## config.mk

```make
export PLATFORM = sky130hd
export DESIGN_NAME = dac_frame_sched
export DESIGN_NICKNAME = d
export VERILOG_FILES = /design/src/rtl/dac_pkg.sv /design/src/rtl/dac_frame_sched_rr_arbiter.sv /design/src/rtl/dac_frame_sched.sv
export SDC_FILE = /design/constraint.sdc
export NUM_CORES = 1
export LEC_CHECK = 0
export ABC_AREA = 1
export CORE_ASPECT_RATIO = 1.4
export CORE_UTILIZATION = 44
export CTS_CLUSTER_SIZE = 8
export DETAILED_ROUTE_END_ITERATION = 8
export GPL_TIMING_DRIVEN = 0
export PLACE_DENSITY_LB_ADDON = 0.15
export SYNTH_ARGS = -nofsm -noshare
export SYNTH_HDL_FRONTEND = slang
export SYNTH_SLANG_ARGS = --single-unit
export TNS_END_PERCENT = 100
```

## constraint.sdc

```tcl
create_clock -name clk -period 2.8 [get_ports clk]
set_clock_uncertainty 0.05 [all_clocks]
set_input_delay 0.42 -clock clk [delete_from_list [all_inputs] [get_ports clk]]
set_output_delay 0.42 -clock clk [all_outputs]
set_load 0.02 [all_outputs]
```

## src/rtl/dac_pkg.sv

```systemverilog
// Shared types and constants for the DAC frame scheduler.
// Build option: DAC_FRAME_SCHED_TIMEOUT_EN enables the HOLD/LDAC watchdog in dac_frame_sched.
package dac_pkg;

    localparam int DAC_BITS = 16;
    localparam logic [4:0] CNT_LOAD = 5'd16;

    typedef logic [DAC_BITS-1:0] dac_word_t;

    typedef enum logic [2:0] {
        ST_IDLE,
        ST_LOAD,
        ST_SETUP,
        ST_SHIFT,
        ST_HOLD,
        ST_LDAC,
        ST_GAP
    } state_t;

endpackage

```

## src/rtl/dac_frame_sched_rr_arbiter.sv

```systemverilog
// Combinational round-robin pick: first set request searching upward from ptr+1, wrapping.
module rr_arbiter #(
    parameter int N_REQ = 4
) (
    input  logic [N_REQ-1:0] req,
    input  logic [2:0]       ptr,
    output logic [N_REQ-1:0] gnt,
    output logic [2:0]       idx,
    output logic             vld
);

    // Walk the candidates in priority order; the first requesting one wins.
    always_comb begin
        gnt = '0;
        idx = '0;
        vld = 1'b0;
        for (int i = 1; i <= N_REQ; i++) begin
            for (int k = 0; k < N_REQ; k++) begin
                if (!vld && (k == ((int'(ptr) + i) % N_REQ)) && req[k]) begin
                    vld    = 1'b1;
                    idx    = 3'(k);
                    gnt[k] = 1'b1;
                end
            end
        end
    end

endmodule

```

## src/rtl/dac_frame_sched.sv

```systemverilog
// Round-robin scheduler sharing one 16-bit serial DAC shifter among N_REQ requesters.
// Sequences LOAD, SETUP, SHIFT (cs/sck/cnt_sck), HOLD/LDAC (wait for the shifter's
// ldac pulse) and an inter-frame GAP.
// Build option: DAC_FRAME_SCHED_TIMEOUT_EN adds a watchdog on HOLD+LDAC that sets the
// sticky ldac_err, drops the frame with an ack and moves on to GAP.
module dac_frame_sched
    import dac_pkg::*;
#(
    parameter int N_REQ    = 4,
    parameter int SCK_HALF = 2,
    parameter int CS_GAP   = 2,
    parameter int LDAC_TO  = 63
) (
    input  logic                  clk,
    input  logic                  rst_n,
    input  logic                  key_state,
    input  logic [N_REQ-1:0]      req,
    input  logic [N_REQ*16-1:0]   req_data,
    input  logic                  ldac,
    output logic [N_REQ-1:0]      ack,
    output logic [2:0]            grant_id,
    output logic                  busy,
    output logic [15:0]           data_sdi,
    output logic                  en_dac,
    output logic                  cs,
    output logic                  sck,
    output logic [4:0]            cnt_sck,
    output logic                  ldac_err
);

    localparam int PH_W  = $clog2(2 * SCK_HALF);
    localparam int GAP_W = (CS_GAP > 1) ? $clog2(CS_GAP) : 1;
    localparam logic [PH_W-1:0]  PH_LAST = PH_W'(2 * SCK_HALF - 1);
    localparam logic [PH_W-1:0]  PH_RISE = PH_W'(SCK_HALF - 1);
    localparam logic [GAP_W-1:0] GAP_LAST = GAP_W'(CS_GAP - 1);

    state_t           state_q, state_d;
    logic [2:0]       ptr_q, ptr_d;
    logic [2:0]       grant_id_q, grant_id_d;
    dac_word_t        data_sdi_q, data_sdi_d;
    logic             en_dac_q, en_dac_d;
    logic             busy_q, busy_d;
    logic             cs_q, cs_d;
    logic             sck_q, sck_d;
    logic [4:0]       cnt_sck_q, cnt_sck_d;
    logic [N_REQ-1:0] ack_q, ack_d;
    logic [PH_W-1:0]  ph_q, ph_d;
    logic [GAP_W-1:0] gap_q, gap_d;
    logic             finish;

    logic [N_REQ-1:0] arb_gnt;
    logic [2:0]       arb_idx;
    logic             arb_vld;
    dac_word_t        arb_word;

    rr_arbiter #(.N_REQ(N_REQ)) u_arb (
        .req (req),
        .ptr (ptr_q),
        .gnt (arb_gnt),
        .idx (arb_idx),
        .vld (arb_vld)
    );

    // Select the granted requester's word; arb_gnt is one-hot so an OR-mux suffices.
    always_comb begin
        arb_word = '0;
        for (int k = 0; k < N_REQ; k++) begin
            if (arb_gnt[k]) arb_word = arb_word | req_data[k*16 +: 16];
        end
    end

`ifdef DAC_FRAME_SCHED_TIMEOUT_EN
    localparam int WD_W = $clog2(LDAC_TO + 1);
    localparam logic [WD_W-1:0] WD_LAST = WD_W'(LDAC_TO - 1);
    logic [WD_W-1:0] wd_q, wd_d;
    logic            ldac_err_q, ldac_err_d;
    assign ldac_err = ldac_err_q;
`else
    // No watchdog: flag is permanently clear (LDAC_TO only shapes the watchdog build).
    assign ldac_err = 1'b0 & (LDAC_TO > 0);
`endif

    // Next-state and registered-output logic for the frame sequencer.
    always_comb begin
        state_d    = state_q;
        ptr_d      = ptr_q;
        grant_id_d = grant_id_q;
        data_sdi_d = data_sdi_q;
        en_dac_d   = 1'b0;
        busy_d     = busy_q;
        cs_d       = cs_q;
        sck_d      = sck_q;
        cnt_sck_d  = cnt_sck_q;
        ack_d      = '0;
        ph_d       = ph_q;
        gap_d      = gap_q;
        finish     = 1'b0;
`ifdef DAC_FRAME_SCHED_TIMEOUT_EN
        wd_d       = wd_q;
        ldac_err_d = ldac_err_q;
`endif
        if (!key_state) begin
            // Abort: idle the bus, keep the pointer and the last word.
            state_d   = ST_IDLE;
            cs_d      = 1'b1;
            sck_d     = 1'b0;
            cnt_sck_d = '0;
            busy_d    = 1'b0;
            ph_d      = '0;
            gap_d     = '0;
        end else begin
            unique case (state_q)
                ST_IDLE: begin
                    if (arb_vld) begin
                        state_d    = ST_LOAD;
                        data_sdi_d = arb_word;
                        grant_id_d = arb_idx;
                        en_dac_d   = 1'b1;
                        busy_d     = 1'b1;
                    end
                end
                ST_LOAD: state_d = ST_SETUP;
                ST_SETUP: begin
                    // One cycle for the shifter's data register, then open the frame.
                    state_d   = ST_SHIFT;
                    cs_d      = 1'b0;
                    cnt_sck_d = '0;
                    sck_d     = 1'b0;
                    ph_d      = '0;
                end
                ST_SHIFT: begin
                    if (ph_q == PH_LAST) begin
                        ph_d  = '0;
                        sck_d = 1'b0;
                        if (cnt_sck_q == 5'd15) begin
                            cnt_sck_d = CNT_LOAD;
                            cs_d      = 1'b1;
                            state_d   = ST_HOLD;
`ifdef DAC_FRAME_SCHED_TIMEOUT_EN
                            wd_d      = '0;
`endif
                        end else begin
                            cnt_sck_d = cnt_sck_q + 5'd1;
                        end
                    end else begin
                        ph_d = ph_q + 1'b1;
                        if (ph_q == PH_RISE) sck_d = 1'b1;
                    end
                end
                ST_HOLD: begin
                    if (!ldac) state_d = ST_LDAC;
                end
                ST_LDAC: begin
                    if (ldac) finish = 1'b1;
                end
                ST_GAP: begin
                    if (gap_q == GAP_LAST) begin
                        busy_d  = 1'b0;
                        gap_d   = '0;
                        state_d = ST_IDLE;
                    end else begin
                        gap_d = gap_q + 1'b1;
                    end
                end
                default: state_d = ST_IDLE;
            endcase
`ifdef DAC_FRAME_SCHED_TIMEOUT_EN
            // Watchdog: a normal ldac completion wins over a same-cycle expiry.
            if (state_q == ST_HOLD || state_q == ST_LDAC) begin
                wd_d = wd_q + 1'b1;
                if (!finish && wd_q == WD_LAST) begin
                    ldac_err_d = 1'b1;
                    finish     = 1'b1;
                end
            end
`endif
            if (finish) begin
                for (int k = 0; k < N_REQ; k++) ack_d[k] = (grant_id_q == 3'(k));
                ptr_d     = grant_id_q;
                cnt_sck_d = '0;
                gap_d     = '0;
                state_d   = ST_GAP;
            end
        end
    end

    // State and output registers, asynchronously cleared.
    always_ff @(posedge clk or negedge rst_n) begin
        if (!rst_n) begin
            state_q    <= ST_IDLE;
            ptr_q      <= 3'(N_REQ - 1);
            grant_id_q <= '0;
            data_sdi_q <= '0;
            en_dac_q   <= 1'b0;
            busy_q     <= 1'b0;
            cs_q       <= 1'b1;
            sck_q      <= 1'b0;
            cnt_sck_q  <= '0;
            ack_q      <= '0;
            ph_q       <= '0;
            gap_q      <= '0;
        end else begin
            state_q    <= state_d;
            ptr_q      <= ptr_d;
            grant_id_q <= grant_id_d;
            data_sdi_q <= data_sdi_d;
            en_dac_q   <= en_dac_d;
            busy_q     <= busy_d;
            cs_q       <= cs_d;
            sck_q      <= sck_d;
            cnt_sck_q  <= cnt_sck_d;
            ack_q      <= ack_d;
            ph_q       <= ph_d;
            gap_q      <= gap_d;
        end
    end

`ifdef DAC_FRAME_SCHED_TIMEOUT_EN
    // Watchdog counter and sticky error flag.
    always_ff @(posedge clk or negedge rst_n) begin
        if (!rst_n) begin
            wd_q       <= '0;
            ldac_err_q <= 1'b0;
        end else begin
            wd_q       <= wd_d;
            ldac_err_q <= ldac_err_d;
        end
    end
`endif

    assign ack      = ack_q;
    assign grant_id = grant_id_q;
    assign busy     = busy_q;
    assign data_sdi = data_sdi_q;
    assign en_dac   = en_dac_q;
    assign cs       = cs_q;
    assign sck      = sck_q;
    assign cnt_sck  = cnt_sck_q;

endmodule

```

Word-level counts from Yosys, hierarchy flattened
Index checks and enable logic that the tools add are counted.
{"block": "word_totals", "ff_bits": 39, "elab_cells": 218}
{"block": "classes", "addsub": 7, "n_eq_ne": 39, "mux": 90, "bitwise": 7, "n_reduce_logical": 63}
{"cell": "$logic_not 32->1", "count": 4}
{"cell": "$mux 16", "count": 4}
{"cell": "$mux 1", "count": 51}
{"cell": "$or 16x16->16", "count": 3}
{"cell": "$mux 2", "count": 16}
{"cell": "$logic_and 1x1->1", "count": 31}
{"cell": "$eq 3x3->1 const A", "count": 8}
{"cell": "$ne 4x4->1 const B", "count": 6}
{"cell": "$mux 3", "count": 7}
{"cell": "$pmux 3 s7", "count": 1}
{"cell": "$mux 5", "count": 4}
{"cell": "$logic_not 1->1", "count": 15}
{"cell": "$ne 3x3->1 const B", "count": 5}
{"cell": "$eq 2x3->1 const A", "count": 4}
{"cell": "$pmux 5 s2", "count": 1}
{"cell": "$eq 3x3->1 const B", "count": 3}
{"cell": "$ne 3x1->1 const B", "count": 3}
{"cell": "$reduce_and 3->1", "count": 3}
{"cell": "$mux 4", "count": 2}
{"cell": "$reduce_or 2->1", "count": 4}
{"cell": "$add 2x1->2 const B", "count": 3}
{"cell": "$eq 2x2->1 const B", "count": 3}
{"cell": "$eq 3x2->1 const B", "count": 2}
{"cell": "$logic_not 3->1", "count": 2}
{"cell": "12 further kinds", "count": 21}

Longest topological paths before layout
Gate-level depths: netlist (run 1).
{"block": "logic_depth", "word_depth": 70, "mapped_depth": 17}

Cells and area by module
Synthesis (run 1) repeated with hierarchy kept, for this count alone.
{"block": "hier_totals", "hier_cells": 372, "hier_area_um2": 2613.8}
{"mod": "dac_frame_sched", "instances": 1, "cells_per_inst": 292, "area_each_um2": 2197.1}
{"mod": "rr_arbiter", "instances": 1, "cells_per_inst": 80, "area_each_um2": 416.6}

Worst setup path before layout (run 1)
Ideal clock, no wire load.
{"block": "synth_path", "path_kind": "register -> register", "start": "reg ptr_q[1]", "end": "reg grant_id_q[1], in the netlist grant_id[1]", "setup_time_ns": 0.121, "arrival_time_ns": 2.038, "path_slack_ns": 0.590, "path_stages_with_launch": 17, "path_buffers": 1, "path_cell_list": "dfstp_2 > inv_1 > nand3_1 > nand2_1 > nor2_2 > nand4_2 > nor2_2 > nand4_2 > nor2_4 > nand2_2 > nor2_4 > nand3_2 > nand2_4 > inv_2 > buf_2 > nand2_1 > o21ai_1"}
{"block": "synth_via", "elab_chain_len": 67, "elab_cells_between_ends": 105, "cone_classes": "add/sub (4); eq/ne (12); mux (30); bitwise (4); reduce/logical (55)"}
{"item": "start, declared", "line": "dac_frame_sched.sv:38", "rtl": "logic [2:0] ptr_q, ptr_d;"}
{"item": "start signal, assigned", "line": "dac_frame_sched.sv:191", "rtl": "ptr_q <= 3'(N_REQ - 1);"}
{"item": "start signal, assigned", "line": "dac_frame_sched.sv:204", "rtl": "ptr_q <= ptr_d;"}
{"item": "$add 2x1->2", "line": "dac_frame_sched_rr_arbiter.sv:19", "rtl": "if (!vld && (k == ((int'(ptr) + i) % N_REQ)) && req[k]) begin"}
{"item": "$reduce_or 2->1 (no line)"}
{"item": "$and 1x1->1 (no line)"}
{"item": "$logic_not 32->1", "line": "dac_frame_sched_rr_arbiter.sv:19"}
{"item": "$logic_and 1x1->1", "line": "dac_frame_sched_rr_arbiter.sv:19"}
{"item": "$mux 1", "line": "dac_frame_sched_rr_arbiter.sv:19"}
{"item": "$logic_not 1->1", "line": "dac_frame_sched_rr_arbiter.sv:19"}
{"item": "$logic_and 1x1->1 (2 in a row)", "line": "dac_frame_sched_rr_arbiter.sv:19"}
{"item": "[48 not listed]"}
{"item": "$mux 1", "line": "dac_frame_sched_rr_arbiter.sv:19"}
{"item": "$logic_not 1->1", "line": "dac_frame_sched_rr_arbiter.sv:19"}
{"item": "$logic_and 1x1->1 (2 in a row)", "line": "dac_frame_sched_rr_arbiter.sv:19"}
{"item": "$mux 1", "line": "dac_frame_sched_rr_arbiter.sv:19"}
{"item": "$logic_not 1->1", "line": "dac_frame_sched_rr_arbiter.sv:19"}
{"item": "$logic_and 1x1->1 (2 in a row)", "line": "dac_frame_sched_rr_arbiter.sv:19"}
{"item": "$mux 1", "line": "dac_frame_sched_rr_arbiter.sv:19"}
{"item": "$reduce_and 3->1 (no line)"}
{"item": "end signal, assigned", "line": "dac_frame_sched.sv:205", "rtl": "grant_id_q <= grant_id_d;"}
{"item": "end, declared", "line": "dac_frame_sched.sv:39", "rtl": "logic [2:0] grant_id_q, grant_id_d;"}
Parallel ways exist; a longest one is shown, timed or not.
A chain may end at the register's enable or synchronous reset.

Worst setup path in the final report (run 1)
{"block": "layout_path", "start": "in req[3]", "end": "reg data_sdi_q[3], in the netlist data_sdi[3]"}
{"block": "layout_via", "elab_chain_len": 51, "elab_cells_between_ends": 71, "cone_classes": "mux (30); bitwise (3); reduce/logical (38)"}
{"item": "start, declared", "line": "dac_frame_sched.sv:17", "rtl": "input logic [N_REQ-1:0] req,"}
{"item": "$logic_and 1x1->1", "line": "dac_frame_sched_rr_arbiter.sv:19"}
{"item": "$mux 1", "line": "dac_frame_sched_rr_arbiter.sv:19"}
{"item": "$logic_not 1->1", "line": "dac_frame_sched_rr_arbiter.sv:19"}
{"item": "$logic_and 1x1->1 (2 in a row)", "line": "dac_frame_sched_rr_arbiter.sv:19"}
{"item": "$mux 1", "line": "dac_frame_sched_rr_arbiter.sv:19"}
{"item": "$logic_not 1->1", "line": "dac_frame_sched_rr_arbiter.sv:19"}
{"item": "$logic_and 1x1->1 (2 in a row)", "line": "dac_frame_sched_rr_arbiter.sv:19"}
{"item": "$mux 1", "line": "dac_frame_sched_rr_arbiter.sv:19"}
{"item": "[31 not listed]"}
{"item": "$mux 1", "line": "dac_frame_sched_rr_arbiter.sv:19"}
{"item": "$logic_not 1->1", "line": "dac_frame_sched_rr_arbiter.sv:19"}
{"item": "$logic_and 1x1->1 (2 in a row)", "line": "dac_frame_sched_rr_arbiter.sv:19"}
{"item": "$mux 1", "line": "dac_frame_sched_rr_arbiter.sv:19"}
{"item": "$logic_not 1->1", "line": "dac_frame_sched_rr_arbiter.sv:19"}
{"item": "$logic_and 1x1->1 (2 in a row)", "line": "dac_frame_sched_rr_arbiter.sv:19"}
{"item": "$mux 1", "line": "dac_frame_sched_rr_arbiter.sv:19"}
{"item": "$reduce_and 3->1 (no line) / $mux 16 (equally long branches)"}
{"item": "end signal, assigned", "line": "dac_frame_sched.sv:206", "rtl": "data_sdi_q <= data_sdi_d;"}
{"item": "end, declared", "line": "dac_frame_sched.sv:40", "rtl": "dac_word_t data_sdi_q, data_sdi_d;"}
Parallel ways exist; a longest one is shown, timed or not.

==> parameters.txt, run 1 <==
Parameter                              Value

Global routing
  Number of antenna violations at the first check in global routing ... 0
  First-pass GRT wire length ... 11.4 mm
  Pin count of the biggest net entering global routing ... 40
  Overall overflow remaining after global route ... 0
  Number of global-route vias before repair ... 2759
  Aggregate global-route resource usage ... 0.238

Setup path
  Category of the most critical setup path ... input pin to flip-flop
  Crit path max-delay cell type ... clkdlybuf4s50_1
  Crit Reg-Reg Endpoint ... data_sdi[3]
  Most Frequent Cell on Critical Path ... nand2_1
  Nature of the critical path startpoint ... input pin
  Critical Path RT ... 2940 ps
  Highest net fanout along the worst path ... 10
  Sequence of cells on the critical path ... clkdlybuf4s50_1 -> nand3_1 -> nand2_1 -> nor2_2 -> nand4_2 -> nor2_2 -> nand4_2 -> nor2_4 -> nand2_2 -> nor2_4 -> nand3_2 -> nand2_4 -> inv_2 -> buf_2 -> nand2_1 -> nand2_1
  Biggest cell delay along the critical path ... 490 ps
  Kind of end point of the critical path ... flip-flop
  Crit path launch ... req[3]
  Worst reg2reg setup slack ... 240 ps
  Beginning of the worst register-to-register path ... ptr_q[0]
  Buffering stage count on the worst path with inverters included ... 3
  Critical path arrival ... 2700 ps
  Cell depth of the worst flop-to-flop path ... 16
  Cell class contributing the biggest share of worst-path delay ... simple AND/OR/NAND/NOR gates

Timing
  Time the final worst path needs with I/O delays and setup ... 2560 ps
  Highest clock frequency the design can meet ... 0.390 GHz
  Transition time of the tightest slew-check pin ... 878 ps
  Post-route worst setup slack ... 239 ps
  Max-slew violation total from the final report ... 0
  Final period util ... 0.915
  Final worst hold slack ... 193 ps
  Number of endpoints failing setup at the final stage ... 0
  Setup repair after global routing missed its margin ... false
  Worst-case headroom to the max-slew limit ... 0.415
  Hold Violations, Final ... 0
  Setup TNS Final ... 0 ps

Synthesis
  Leading cell type by number of instances after synthesis ... nand2_1
  Most area-hungry cell type in the Yosys netlist ... dfrtp_1
  Flop and latch count out of synthesis ... 39
  Number of instances in the synthesized netlist ... 399
  Synthesized area per cell ... 6.51 um^2
  Dominant synthesized flop cell ... dfrtp_1
  Synth cell types ... 32
  Async SR Flop Fraction ... 1.00
  Top cell types by occurrence after synthesis ... 161 x nand2_1, 50 x inv_1, 45 x nor2_1, 36 x dfrtp_1, 25 x a21oi_1
  Sequential cell area fraction in the yosys report ... 0.377
  Count of synthesis-stage warnings from yosys ... 0
  Number of enable-type register cells in the synthesized netlist ... 0
  Fraction of post-synthesis cell area in the top cell type by area ... 0.347
  Synth area leaders ... dfrtp_1 35%, nand2_1 23%, inv_1 7.2%
  Post-Syn Area ... 0.00260 mm^2

Floorplan
  Floorplan die area ... 0.00622 mm^2
  Placeable core region ... 0.00561 mm^2
  Number of rows in the core area ... 32
  Die Span X ... 67.0 um
  Effective utilization at floorplan ... 0.464
  Number of top-level pins ... 105
  Die height ... 92.9 um

Routing
  Number of design rule violations left after detail routing ... 0
  Initial DRC Count ... 138
  Number of iterations in the first detailed-routing pass ... 4
  Post-route antenna net violation count ... 0
  Number of vias per cell after detailed routing ... 4.78
  Per-cell routed wire length ... 11.3 um
  Total via count after detailed routing ... 2763
  Detailed-route wire length ... 6.53 mm

Clocking
  TritonCTS clock tree ... yes
  Clock latency reported for the late side of the worst-skew pair ... 300 ps
  CTS sink cnt ... 39
  Number of buffers inserted to repair setup after CTS ... 0
  Clock slew seen by the registers of the worst setup and hold paths ... 90 ps
  Root buf cell ... clkbuf_8
  Maximum clock path buffer count ... 2
  Number of buffers created by CTS ... 5
  Max H-tree Level ... 2

Finish
  NumNets Final ... 585
  Fraction of layout cells with a size suffix above 1 ... 0.0765
  Filler cell count ... 515
  Ant diodes ... 0
  Syn-to-layout area delta ... 47.7%

Placed design
  Port Buf Inserts ... 102
  Hpwl dp ... 5.24 mm
  Worst Setup Slack post-DPL ... -195 ps
  Final weighted congestion of routability-driven global placement ... 0.857

Power
  Power per cell area ... 903 mW/mm^2
  Leakage ... 1.93 nW
  Maximum VDD drop ... 0.556 mV

Run
  Max-Cap Viols ... 0

Min path
  Worst hold-check path type ... input pin to async pin

Outcome
  Status ... finished clean
-- logic make-up (layout without fill, tap and decap cells) --
logic type,Yosys count,after routing,synth area share
adders and majority gates,4,4,0.0193
other,1,2,0.00144
and+or+nand+nor,256,256,0.424
AOI/OAI and AO/OA,37,37,0.0746
buffers and inverters,61,171,0.100
muxes,1,1,0.00385
DFF,39,39,0.377
-- metrics by stage --
stage               power, mW  area (um^2)  utilization  std cells
finish                   3.47         3840        0.685        578
global placement         2.97         3710        0.662        570
global route             3.81         3840        0.685        578
CTS                      3.48         3820        0.681        578
floorplan                2.30         2600            -        400
detailed placement       2.99         3700        0.661        570
-- final cells by class --
class | count | area [um^2] | area share
Clock buffer | 5 | 68.8 | 0.0179
Multi-Input combinational cell | 300 | 1380 | 0.359
Timing Repair Buffer | 102 | 1020 | 0.265
Tap cell | 68 | 85.1 | 0.0222
Sequential cell | 39 | 980 | 0.255
Clock inverter | 3 | 43.8 | 0.0114
Buffer | 10 | 71.3 | 0.0186
Inverter | 51 | 191 | 0.0499
-- repair_timing --
action                                  CTS  global route
hold buffers                              0             0
gates resized for setup                   0             5
endpoints found under the setup margin    0            10
-- where the power goes --
group / total (mW) / switching [mW] / internal, mW
Combinational: 2.09 / 1.22 / 0.865
Sequential: 0.906 / 0.144 / 0.762
Clock: 0.472 / 0.207 / 0.265
Total: 3.47 / 1.57 / 1.89
-- state kept, by name, indices dropped and copies added (netlist names), 2 cells and up --
| name | flops |
|---|---|
| state_q | 3 |
| ack | 4 |
| grant_id | 2 |
| cnt_sck | 5 |
| data_sdi | 16 |
| ptr_q | 2 |
| ph_q | 2 |
-- metal layers --
layer	routed length, um	vias up	GRT usage
li1	-	1457	-
met1	2700	1219	0.254
met2	3390	79	0.449
met3	335	8	0.0505
met4	106	0	0.0727
met5	0	-	0
-- worst max path at each step --
stage | end | slack (ps) | depth (start not counted)
6_report | data_sdi[3] | 240 | 16
5_1_grt | data_sdi[0] | 2 | 17
4_1_cts | data_sdi[12] | 130 | 15
3_5_place_dp | data_sdi[13] | -190 | 15
3_3_place_gp | data_sdi[0] | -120 | 17
2_1_floorplan | grant_id[1] | 590 | 16
-- cell usage in the layout (no fill, tap or decap), drive strengths merged --
cell type        n
nand2          165
clkdlybuf4s50  100
inv             51
nor2            49
dfrtp           36
a21oi           25
nand3           21
buf             10
nor3             9
o21ai            7
clkbuf           6
nand4            5
ha               4
dfstp            3
o31ai            2
nor4             2
a31oi            2
and3             2
conb             2
clkinv           2
and3b            1
nor3b            1
or2              1
o22ai            1
mux2i            1
bufinv           1
dlymetal6s2s     1
No activity file was read; power rests on OpenSTA's default activity.
==> inputs of run 2 (changes only) <==
GPL_TIMING_DRIVEN = unset   (was 0)
SKIP_LAST_GASP = 1   (was unset)
==> parameters.txt, run 2 (same netlist as run 1, synthesis figures left out) <==
Parameter                              Value

Outcome
  Status ... finished clean (unchanged)

Floorplan
  Placeable core region ... 0.00561 mm^2 (unchanged)
  Number of top-level pins ... 105 (unchanged)
  Effective utilization at floorplan ... 0.464 (unchanged)
  Number of rows in the core area ... 32 (unchanged)
  Die Span X ... 67.0 um (unchanged)
  Floorplan die area ... 0.00622 mm^2 (unchanged)
  Die height ... 92.9 um (unchanged)

Finish
  Commonest non-fill, non-tap cells in the layout ... 161 x nand2_1, 101 x clkdlybuf4s50_1, 50 x inv_1 (was 160 x nand2_1, 100 x clkdlybuf4s50_1, 50 x inv_1)
  NumNets Final ... 585 (unchanged)
  Number of flip-flops in the largest register ... 16 (unchanged)
  Ant diodes ... 0 (unchanged)
  Filler cell count ... 528 (was 515)
  Sequential cell area ... 980 um^2 (unchanged)
  Fraction of layout cells with a size suffix above 1 ... 0.0706 (was 0.0765)
  Leading cell type in the layout, fill and taps excluded ... nand2_1 (unchanged)
  Syn-to-layout area delta ... 46.7% (was 47.7%)
  Area taken by multi-input logic gates ... 0.00137 mm^2 (was 0.00138 mm^2)

Power
  Maximum VDD drop ... 0.372 mV (was 0.556 mV)
  Power per cell area ... 884 mW/mm^2 (was 903 mW/mm^2)
  Internal portion of total power ... 1.80 mW (was 1.89 mW)
  Reg power frac ... 0.269 (was 0.261)
  Net load switching power ... 1.57 mW (about the same)
  Switching share of power ... 0.466 (was 0.454)
  Clock power frac ... 0.111 (was 0.136)
  Combinational cell fraction of total power ... 0.620 (was 0.602)
  Leakage ... 1.91 nW (was 1.93 nW)

Setup path
  Kind of end point of the critical path ... flip-flop (unchanged)
  Highest net fanout along the worst path ... 16 (was 10)
  Category of the most critical setup path ... flip-flop to flip-flop (was input pin to flip-flop)
  Critical Path RT ... 2940 ps (about the same)
  Critical path arrival ... 2560 ps (was 2700 ps)
  Nature of the critical path startpoint ... flip-flop (was input pin)

Clocking
  Root buf cell ... clkbuf_8 (unchanged)
  Hold buffer count at cts ... 0 (unchanged)
  TritonCTS clock tree ... yes (unchanged)
  Max H-tree Level ... 2 (unchanged)
  CTS sink cnt ... 39 (unchanged)
  Clock latency reported for the late side of the worst-skew pair ... 300 ps (about the same)
  Number of buffers created by CTS ... 5 (unchanged)
  Maximum clock path buffer count ... 2 (unchanged)
  Clock slew seen by the registers of the worst setup and hold paths ... 80 ps (was 90 ps)

Routing
  Number of iterations in the first detailed-routing pass ... 4 (unchanged)
  Initial DRC Count ... 188 (was 138)
  Per-cell routed wire length ... 11.6 um (was 11.3 um)
  Number of vias per cell after detailed routing ... 4.90 (was 4.78)
  Number of design rule violations left after detail routing ... 0 (unchanged)
  Total via count after detailed routing ... 2832 (was 2763)
  Detailed-route wire length ... 6.72 mm (was 6.53 mm)
  Post-route antenna net violation count ... 0 (unchanged)

Timing
  Post-route worst setup slack ... 373 ps (was 239 ps)
  Setup repair after global routing missed its margin ... false (unchanged)
  Hold Violations, Final ... 0 (unchanged)
  Time the final worst path needs with I/O delays and setup ... 2430 ps (was 2560 ps)
  Worst-case headroom to the max-slew limit ... 0.438 (was 0.415)
  Highest clock frequency the design can meet ... 0.412 GHz (was 0.390 GHz)
  Setup TNS Final ... 0 ps (unchanged)
  Max-slew violation total from the final report ... 0 (unchanged)
  Number of endpoints failing setup at the final stage ... 0 (unchanged)
  Final period util ... 0.867 (was 0.915)
  Transition time of the tightest slew-check pin ... 843 ps (was 878 ps)

Global routing
  First-pass GRT wire length ... 11.7 mm (was 11.4 mm)
  Pin count of the biggest net entering global routing ... 40 (unchanged)
  Grt peak-use layer ... met2 (unchanged)
  Overall overflow remaining after global route ... 0 (unchanged)
  Number of antenna violations at the first check in global routing ... 0 (unchanged)
  Aggregate global-route resource usage ... 0.244 (was 0.238)
  Number of global-route vias before repair ... 2842 (was 2759)
  Global-route met1 utilization ... 0.248 (was 0.254)
  Fraction of met3 tracks used by global routing ... 0.0517 (was 0.0505)
  Met2 Resource Use GR ... 0.458 (was 0.449)

Placed design
  Final weighted congestion of routability-driven global placement ... 0.937 (was 0.857)
  Hpwl dp ... 5.35 mm (was 5.24 mm)
  Port Buf Inserts ... 102 (unchanged)
  Worst Setup Slack post-DPL ... 52.3 ps (was -195 ps)

Run
  Max-Cap Viols ... 0 (unchanged)

Min path
  Worst hold-check path type ... input pin to async pin (unchanged)
[run 2: final timing paths]
path	from	slack (ps)	depth (start not counted)	endpoint
hold reg to reg	data_sdi[11]	430	2	data_sdi[11]
max in group asynchronous	rst_n	1990	1	ack[0]
setup reg to reg	ptr_q[1]	370	15	data_sdi[8]
min in group clk	data_sdi[11]	430	2	data_sdi[11]
hold / removal	rst_n	180	1	state_q[2]
setup / recovery	ptr_q[1]	370	15	data_sdi[8]
[run 2: stage by stage]
stage               total power [mW]  utilization  hold slack [ps]  instance area (um^2)  cells
finish                          3.37        0.680              180                  3810    578
global route                    3.72        0.680              245                  3810    578
CTS                             3.39        0.679              210                  3810    578
detailed placement              3.00        0.664              415                  3720    570
global placement                2.98        0.664              412                  3720    570
floorplan                       2.30            -             74.4                  2600    400
[run 2: final cells by class]
| class | count | share of cell area |
|---|---|---|
| multi-input cells | 300 | 0.359 |
| repair buffers | 112 | 0.289 |
| flip-flops and latches | 39 | 0.257 |
| inverters | 51 | 0.0502 |
| well taps | 68 | 0.0223 |
| clock buffers | 6 | 0.0190 |
| clock inverters | 2 | 0.00328 |
[run 2: power by group through the flow]
stage          clock (mW)  combinational (mW)  sequential (mW)
2_1_floorplan           0                1.25             1.06
3_3_place_gp            0                2.07            0.910
3_5_place_dp            0                2.08            0.916
4_1_cts             0.382                2.10            0.907
5_1_grt             0.406                2.37            0.937
6_report            0.374                2.09            0.908
[run 2: worst max-delay path, cell delays in order, from the launching register on]
cell and delay [ps]:
dfstp_2 590, inv_1 80, nand3_1 120, nand2_1 100, nor2_2 150, nand2_1 80
nor2_1 170, nor2_1 60, nand3_1 90, nand3_1 80, inv_1 340, a21oi_1 130
nor2_1 110, nand2_1 70, nand2_1 60, nand2_1 50
[run 2: metal layers]
layer  wire [um]  part of all wire  vias up
met5           0                 0        -
met4         182             0.027        0
met3         372             0.055       14
met2        3580              0.53      103
met1        2580              0.38     1262
li1            -                 -     1453
[run 2: repair_timing]
action                     in CTS  in global routing
setup endpoints to repair       0                  1
gates resized for setup         0                  1
buffers inserted                0                  0
